`config.mk`:
```
export PLATFORM = sky130hd
export DESIGN_NAME = rst_release_seq_flat
export DESIGN_NICKNAME = d
export VERILOG_FILES = /design/src/rtl/rst_release_seq_if.sv /design/src/rtl/rst_release_seq.sv /design/src/flat_wrapper.sv
export SDC_FILE = /design/constraint.sdc
export NUM_CORES = 1
export LEC_CHECK = 0
export CAP_MARGIN = 20
export CORE_AREA = 2 2 39 41
export CTS_CLUSTER_DIAMETER = 100
export CTS_CLUSTER_SIZE = 30
export DETAILED_ROUTE_END_ITERATION = 8
export DIE_AREA = 0 0 41 43
export PLACE_DENSITY_LB_ADDON = 0.05
export SLEW_MARGIN = 40
export SYNTH_ARGS = -nofsm -noshare
export SYNTH_HDL_FRONTEND = slang
export SYNTH_SLANG_ARGS = --single-unit
```
`constraint.sdc`:
```
create_clock -name clk -period 2.45 [get_ports clk]
set_input_delay 0.49 -clock clk [delete_from_list [all_inputs] [get_ports clk]]
set_output_delay 0.49 -clock clk [all_outputs]
set_load 0.1 [all_outputs]
```
`src/rtl/rst_release_seq_if.sv`:
```
// Handshake bundle for the reset-release sequencer: ready/rearm in, reset and status out.
interface rst_release_seq_if;
    logic       ready;
    logic       rearm;
    logic       rst_out;
    logic       rst_fell;
    logic [1:0] state;
    logic       timeout_err;

    modport master (
        output ready,
        output rearm,
        input  rst_out,
        input  rst_fell,
        input  state,
        input  timeout_err
    );

    modport slave (
        input  ready,
        input  rearm,
        output rst_out,
        output rst_fell,
        output state,
        output timeout_err
    );
endinterface

```
`src/rtl/rst_release_seq.sv`:
```
// Reset-release sequencer: holds rst_out high until a synchronized ready is seen after MIN_HOLD.
// Define STRONG_UNTIL_EN for strong-until semantics (WAIT times out into a sticky ERR state).
module rst_release_seq #(
    parameter int unsigned MIN_HOLD    = 4,
    parameter int unsigned SYNC_STAGES = 2,
    parameter int unsigned TIMEOUT     = 64
) (
    input logic              clk,
    input logic              rst_n,
    rst_release_seq_if.slave bus
);
    localparam int unsigned MaxCnt = (MIN_HOLD > TIMEOUT) ? MIN_HOLD : TIMEOUT;
    localparam int unsigned CntW   = $clog2(MaxCnt) + 1;

    typedef enum logic [1:0] {
        StHold = 2'd0,
        StWait = 2'd1,
        StRun  = 2'd2,
        StErr  = 2'd3
    } state_e;

    state_e                 state_q, state_d;
    logic [CntW-1:0]        cnt_q, cnt_d;
    logic [SYNC_STAGES-1:0] sync_q;
    logic                   ready_sync;
    logic                   rst_out_q;
    logic                   rst_fell_q;

    assign ready_sync = sync_q[SYNC_STAGES-1];

    // rearm wins over both ready and timeout
    always_comb begin
        state_d = state_q;
        if (bus.rearm) begin
            state_d = StHold;
        end else begin
            unique case (state_q)
                StHold: begin
                    if (cnt_q == CntW'(MIN_HOLD - 1)) state_d = StWait;
                end
                StWait: begin
                    if (ready_sync) begin
                        state_d = StRun;
                    end
`ifdef STRONG_UNTIL_EN
                    else if (cnt_q == CntW'(TIMEOUT - 1)) begin
                        state_d = StErr;
                    end
`endif
                end
                StRun:   state_d = StRun;
                StErr:   state_d = StErr;
                default: state_d = StHold;
            endcase
        end
    end

    // Counter restarts on any state change or rearm and saturates instead of wrapping
    always_comb begin
        cnt_d = cnt_q;
        if (bus.rearm || (state_d != state_q)) begin
            cnt_d = '0;
        end else if (cnt_q != {CntW{1'b1}}) begin
            cnt_d = cnt_q + CntW'(1);
        end
    end

`ifdef STRONG_UNTIL_EN
    logic timeout_err_q;
`endif

    always_ff @(posedge clk or negedge rst_n) begin
        if (!rst_n) begin
            state_q       <= StHold;
            cnt_q         <= '0;
            sync_q        <= '0;
            rst_out_q     <= 1'b1;
            rst_fell_q    <= 1'b0;
`ifdef STRONG_UNTIL_EN
            timeout_err_q <= 1'b0;
`endif
        end else begin
            state_q       <= state_d;
            cnt_q         <= cnt_d;
            sync_q        <= {sync_q[SYNC_STAGES-2:0], bus.ready};
            rst_out_q     <= (state_d != StRun);
            rst_fell_q    <= (state_d == StRun) && (state_q != StRun);
`ifdef STRONG_UNTIL_EN
            timeout_err_q <= (state_d == StErr);
`endif
        end
    end

    assign bus.rst_out  = rst_out_q;
    assign bus.rst_fell = rst_fell_q;
    assign bus.state    = state_q;
`ifdef STRONG_UNTIL_EN
    assign bus.timeout_err = timeout_err_q;
`else
    assign bus.timeout_err = 1'b0;
`endif
endmodule

```
`src/flat_wrapper.sv`:
```
// flat-port wrapper written by rule: the top's interface ports become plain ports
module rst_release_seq_flat 
#(
    parameter int unsigned MIN_HOLD    = 4,
    parameter int unsigned SYNC_STAGES = 2,
    parameter int unsigned TIMEOUT     = 64
)
  (clk, rst_n, bus_ready, bus_rearm, bus_rst_out, bus_rst_fell, bus_state, bus_timeout_err);
  rst_release_seq_if bus_i ();
  input logic clk;
  input logic rst_n;
  input wire logic [$bits(bus_i.ready)-1:0] bus_ready;
  input wire logic [$bits(bus_i.rearm)-1:0] bus_rearm;
  output wire logic [$bits(bus_i.rst_out)-1:0] bus_rst_out;
  output wire logic [$bits(bus_i.rst_fell)-1:0] bus_rst_fell;
  output wire logic [$bits(bus_i.state)-1:0] bus_state;
  output wire logic [$bits(bus_i.timeout_err)-1:0] bus_timeout_err;
  assign bus_i.ready = bus_ready;
  assign bus_i.rearm = bus_rearm;
  assign bus_rst_out = bus_i.rst_out;
  assign bus_rst_fell = bus_i.rst_fell;
  assign bus_state = bus_i.state;
  assign bus_timeout_err = bus_i.timeout_err;
  rst_release_seq #(.MIN_HOLD(MIN_HOLD), .SYNC_STAGES(SYNC_STAGES), .TIMEOUT(TIMEOUT)) u_core (.clk(clk), .rst_n(rst_n), .bus(bus_i));
endmodule
```
# == Word-level counts from Yosys, hierarchy flattened ==
# Index checks and enable logic that the tools add are counted.
# classes
addsub,1
eq_ne,9
mux,6
reduce_logical,4
# ops
op,n
$mux W7,2
$pmux W2 S4,1
$add A7 B1 Y7 const B,1
$eq A7 B2 Y1 const B,1
$ne A7 B7 Y1 const B,1
$eq A2 B2 Y1 const B,3
$mux W2,3
$ne A2 B2 Y1 const B,2
$eq A2 B1 Y1 const B,1
$logic_not A2 Y1,1
$ne A2 B2 Y1,1
$reduce_bool A2 Y1,1
$logic_and A1 B1 Y1,1
$logic_or A1 B1 Y1,1
# totals
ff_bits,13
in_bits,4
out_inout_bits,5
word_cells,25

# == Longest topological paths before layout ==
# depth
word_depth,7
ltp_mapped,4
depth_no_buf,4

# == Worst setup path before layout ==
# No wires, ideal clock.
# synth_path
kind,register -> register
startpoint,"register u_core.state_q[0], in the netlist u_core.bus.state[0]"
endpoint,register u_core.cnt_q[0]
setup_time_ns,0.086
arrival_time_ns,1.751
required_time_ns,2.364
path_slack_ns,0.613
path_stages_with_launch,4
path_buffers,0
synth_period_minus_slack_ns,1.837
cell_sequence,dfrtp_1 nor4_1 a221o_1 nor3_1
# synth_via
elab_chain_len,6
elab_cells_between_ends,12
classes_between,4 x eq/ne; 5 x mux; 3 x reduce/logical
# synth_rtl
item,line_no,text
from (decl),rst_release_seq.sv:22,"state_e state_q, state_d;"
from (signal assigned),rst_release_seq.sv:74,state_q <= StHold;
from (signal assigned),rst_release_seq.sv:83,state_q <= state_d;
"$eq A2 B2 Y1, or another cell as far along",rst_release_seq.sv:37,unique case (state_q)
$pmux W2 S4,rst_release_seq.sv:37,
$mux W2,rst_release_seq.sv:34,if (bus.rearm) begin
$ne A2 B2 Y1 *,rst_release_seq.sv:61,if (bus.rearm || (state_d != state_q)) begin
$logic_or A1 B1 Y1 *,rst_release_seq.sv:61,
$mux W7 / $reduce_bool A2 Y1 (equally long branches),n/a,
to (signal assigned),rst_release_seq.sv:84,cnt_q <= cnt_d;
to (decl),rst_release_seq.sv:23,"logic [CntW-1:0] cnt_q, cnt_d;"
# Mark *: on every way between the ends. The rest lies on a longest branch, timed or not.
# A chain may end at the register's enable or synchronous reset.

# == Worst setup path after layout ==
# layout_path
startpoint,register u_core.cnt_q[0]
endpoint,register u_core.cnt_q[5]
# layout_via
elab_chain_len,7
elab_cells_between_ends,11
classes_between,1 x add/sub; 3 x eq/ne; 5 x mux; 2 x reduce/logical
# layout_rtl
item,line_no,text
$eq A7 B2 Y1,rst_release_seq.sv:39,if (cnt_q == CntW'(MIN_HOLD - 1)) state_d = StWait;
$mux W2,rst_release_seq.sv:39,
$pmux W2 S4,rst_release_seq.sv:37,
$mux W2,rst_release_seq.sv:34,
$ne A2 B2 Y1,rst_release_seq.sv:61,
$logic_or A1 B1 Y1,rst_release_seq.sv:61,
$mux W7 / $reduce_bool A2 Y1 (equally long branches),n/a,
# Several ways; a longest one is shown, not always the timed one. The select of a mux whose other input is x is not followed.

==> metrics.md <==
| Metric | Value |
|---|---|
| Status | completed |
| Total die area | approximately 0.0018 mm² |
| Pin count of the biggest net entering global routing | 14 |
| Max VDD drop | between 0.3 and 0.4 mV |
| First-pass GRT wire length | between 1.5 and 2 mm |
| Worst Path Max Fanout | 6 |
| Synth Instances | 56 |
| CTS clock-pin slew for the worst setup and hold paths | about 0.08 ns |
| Part of the cycle the worst path needs | 0.673 |
| Grt total ovfl | 0 |
| Post-route setup slack | between 0.8 and 0.9 ns |
| Worst Path Required | between 2 and 3 ns |
| Routed wire length | approximately 1.1 mm |
| RSZ-0062 raised after global routing | false |
| Final Hold Viols | 0 |
| GRT Overall Usage | 0.156 |
| Sw power | 127 µW |
| Layout Area Growth over Synthesis | 15.9% |
| Initial Util | 0.427 |
| Share of the synthesized area in the top cell type | 0.508 |
| H-tree Lvls | 1 |
| Filler cell count | 142 |
| Core area | roughly 0.0014 mm² |
| Clk sinks | 13 |
| TNS Setup | 0 ns |
| Clock Skew | 0.00167 ns |
| Slew HR | 0.622 |
| Vias/cell | about 5.7 |
| Final #Nets | 71 |
| Share of total power in combinational logic | 0.151 |
| Max-Cap Viols | 0 |
| Slew Viols, Final | 0 |
| Hold_ws | 0.362 ns |
| Seq. cell area | roughly 330 µm² |
| Hold buffers post-CTS | 0 |
| Die Ht | around 43 µm |
| Area of the mapped netlist | around 590 µm² |
| Port-buffer cells | 7 |
| Reg power frac | 0.543 |
| Post-CTS resize count | 0 |
| Leakage | about 0.0003 µW |
| Final Setup Violations | 0 |
| Footprint of the multi-input gates | 251 µm² |
| DR vias | 460 |
| P per Cell Area | between 600 and 700 mW/mm² |
| DP Wirelength | a little under 800 µm |
| Most frequent cells in the layout | dfrtp_1, a21oi_1, nor2_1, nor3_1, buf_4 |
| Routed length per instance | 13.2 µm |
| CTS tree | done |
| Antenna violations before repair | 0 |
| Clk network pwr share | 0.306 |
| TritonRoute pass-1 iters | 4 |
| Layout cells sized above 1 | 0.123 |
| Post-synthesis register bit count | 13 |
| Final min period | between 1.5 and 2 ns |
| Fmax achieved | approximately 610 MHz |
| Crit path kind | flip-flop to flip-flop |
| Fin util | 0.495 |
| Vias in the first global route | between 400 and 500 |
| Initial drt markers | 4 |
| Library cells used by synthesis | 26 |
| Worst slew pin tran | roughly 0.57 ns |
| GP Congestion | approximately 0.7 |
| WP data arrival | approximately 1.8 ns |
| Ranking of synthesized cells by area | dfrtp_1, dfstp_2, and4_1, a21oi_1, a211oi_1 |
| Post-synth top area cell | dfrtp_1 |
| Clock root buffer | clkbuf_4 |
| Synthesized net count | 61 |
| DRC errors left | 0 |
| Diode count | 0 |
| Startpoint class of the critical path | flip-flop |
| # rows | 14 |
| CTS Buffer Depth | 2 |
| Switching part of the total | 0.291 |
| Mean Syn Cell Area | about 11 µm² |
| Minimum setup slack after placement | between 0.7 and 0.8 ns |
| Seq/Total Area, Yosys | 0.553 |
| HP Class | flip-flop to flip-flop |
| ANT nets after route | 0 |
| Synth warn | 0 |
| Die Wd | a little over 40 µm |
| Internal power | between 300 and 400 µW |
| # Post-CTS Setup Buffers | 0 |
| CTS buffer count | 3 |
| Clk Latency, worst-skew pair | about 0.27 ns |
| I/O pins | 9 |
| Critical Path End Type | flip-flop |
| Most common cell after layout, fill and taps aside | dfrtp_1 |
registers in the layout, indices dropped and copies added, names as in the netlist:
register / cells
u_core.sync_q: 2
u_core.bus.rst_out: 1
u_core.bus.state: 2
u_core.bus.rst_fell: 1
u_core.cnt_q: 7
routing by layer:
metal  up-vias  routed length, µm  GRT usage
li1        225                  -          -
met1       224                462      0.203
met2         9                558      0.225
met3         2                 43     0.0314
met4         0                  5      0.100
met5         -                  0          0
cell usage after synthesis:
cell type  number
a21o_1          1
a221o_1         1
nor4b_1         1
and2_1          1
ha_1            1
nor4_1          1
nor3_1          4
nand4_1         2
buf_4           1
a21oi_1         5
o211a_1         1
a211oi_1        3
and4_1          3
nand3_1         2
nor2_1          4
conb_1          1
nor2b_1         1
a31oi_1         1
dfrtp_1        12
dfstp_2         1
and3_1          1
o21ai_0         1
o21a_1          1
buf_2           1
nand2b_1        2
nand2_1         3
final cells by class:
type                            count  share of cell area
Clock buffer                        4              0.0384
Multi-Input combinational cell     41               0.367
Sequential cell                    13               0.477
Tap cell                           16              0.0293
Timing Repair Buffer                7              0.0878
kinds of logic after synthesis:
family,after synthesis,share of synthesized area
compound gates,14,0.159
fa+ha+maj,1,0.0212
buf+inv,2,0.0212
flops,13,0.553
other cells,1,0.00635
simple gates,25,0.239
worst max-delay path: stages, from the launching register on:
cell	delay, ns
dfrtp_1	0.42
ha_1	0.28
nor4b_1	0.19
a221o_1	0.45
a211oi_1	0.22
metrics by stage:
stage	cell area, µm²	std cells	power, µW
after floorplan	591	56	286
after global placement	658	77	306
after detailed placement	658	77	307
after CTS	684	81	441
after global routing	684	81	459
final	684	81	435
final timing paths:
check                                            startpoint                            to  slack, ns  cells after the start
worst max register to register  u_core.cnt_q[0]$_DFFE_PN0P_   u_core.cnt_q[5]$_DFFE_PN0P_       0.80                      4
worst min-delay path             u_core.sync_q[0]$_DFF_PN0_    u_core.sync_q[1]$_DFF_PN0_       0.36                      0
worst min register to register   u_core.sync_q[0]$_DFF_PN0_    u_core.sync_q[1]$_DFF_PN0_       0.36                      0
max in group asynchronous                             rst_n  u_core.bus.rst_out$_DFF_PN1_       1.50                      1
worst max-delay path            u_core.cnt_q[0]$_DFFE_PN0P_   u_core.cnt_q[5]$_DFFE_PN0P_       0.80                      4
min in group asynchronous                             rst_n   u_core.cnt_q[3]$_DFFE_PN0P_       0.57                      1
power groups by stage:
stage          combinational [µW]  clock (µW)  sequential, µW
6_report                     65.8         133             236
5_1_grt                      71.4         149             238
4_1_cts                      66.6         138             236
3_5_place_dp                 66.5           0             240
3_3_place_gp                 65.8           0             240
2_1_floorplan                31.9           0             254
No activity file was read; power rests on OpenSTA's default activity.
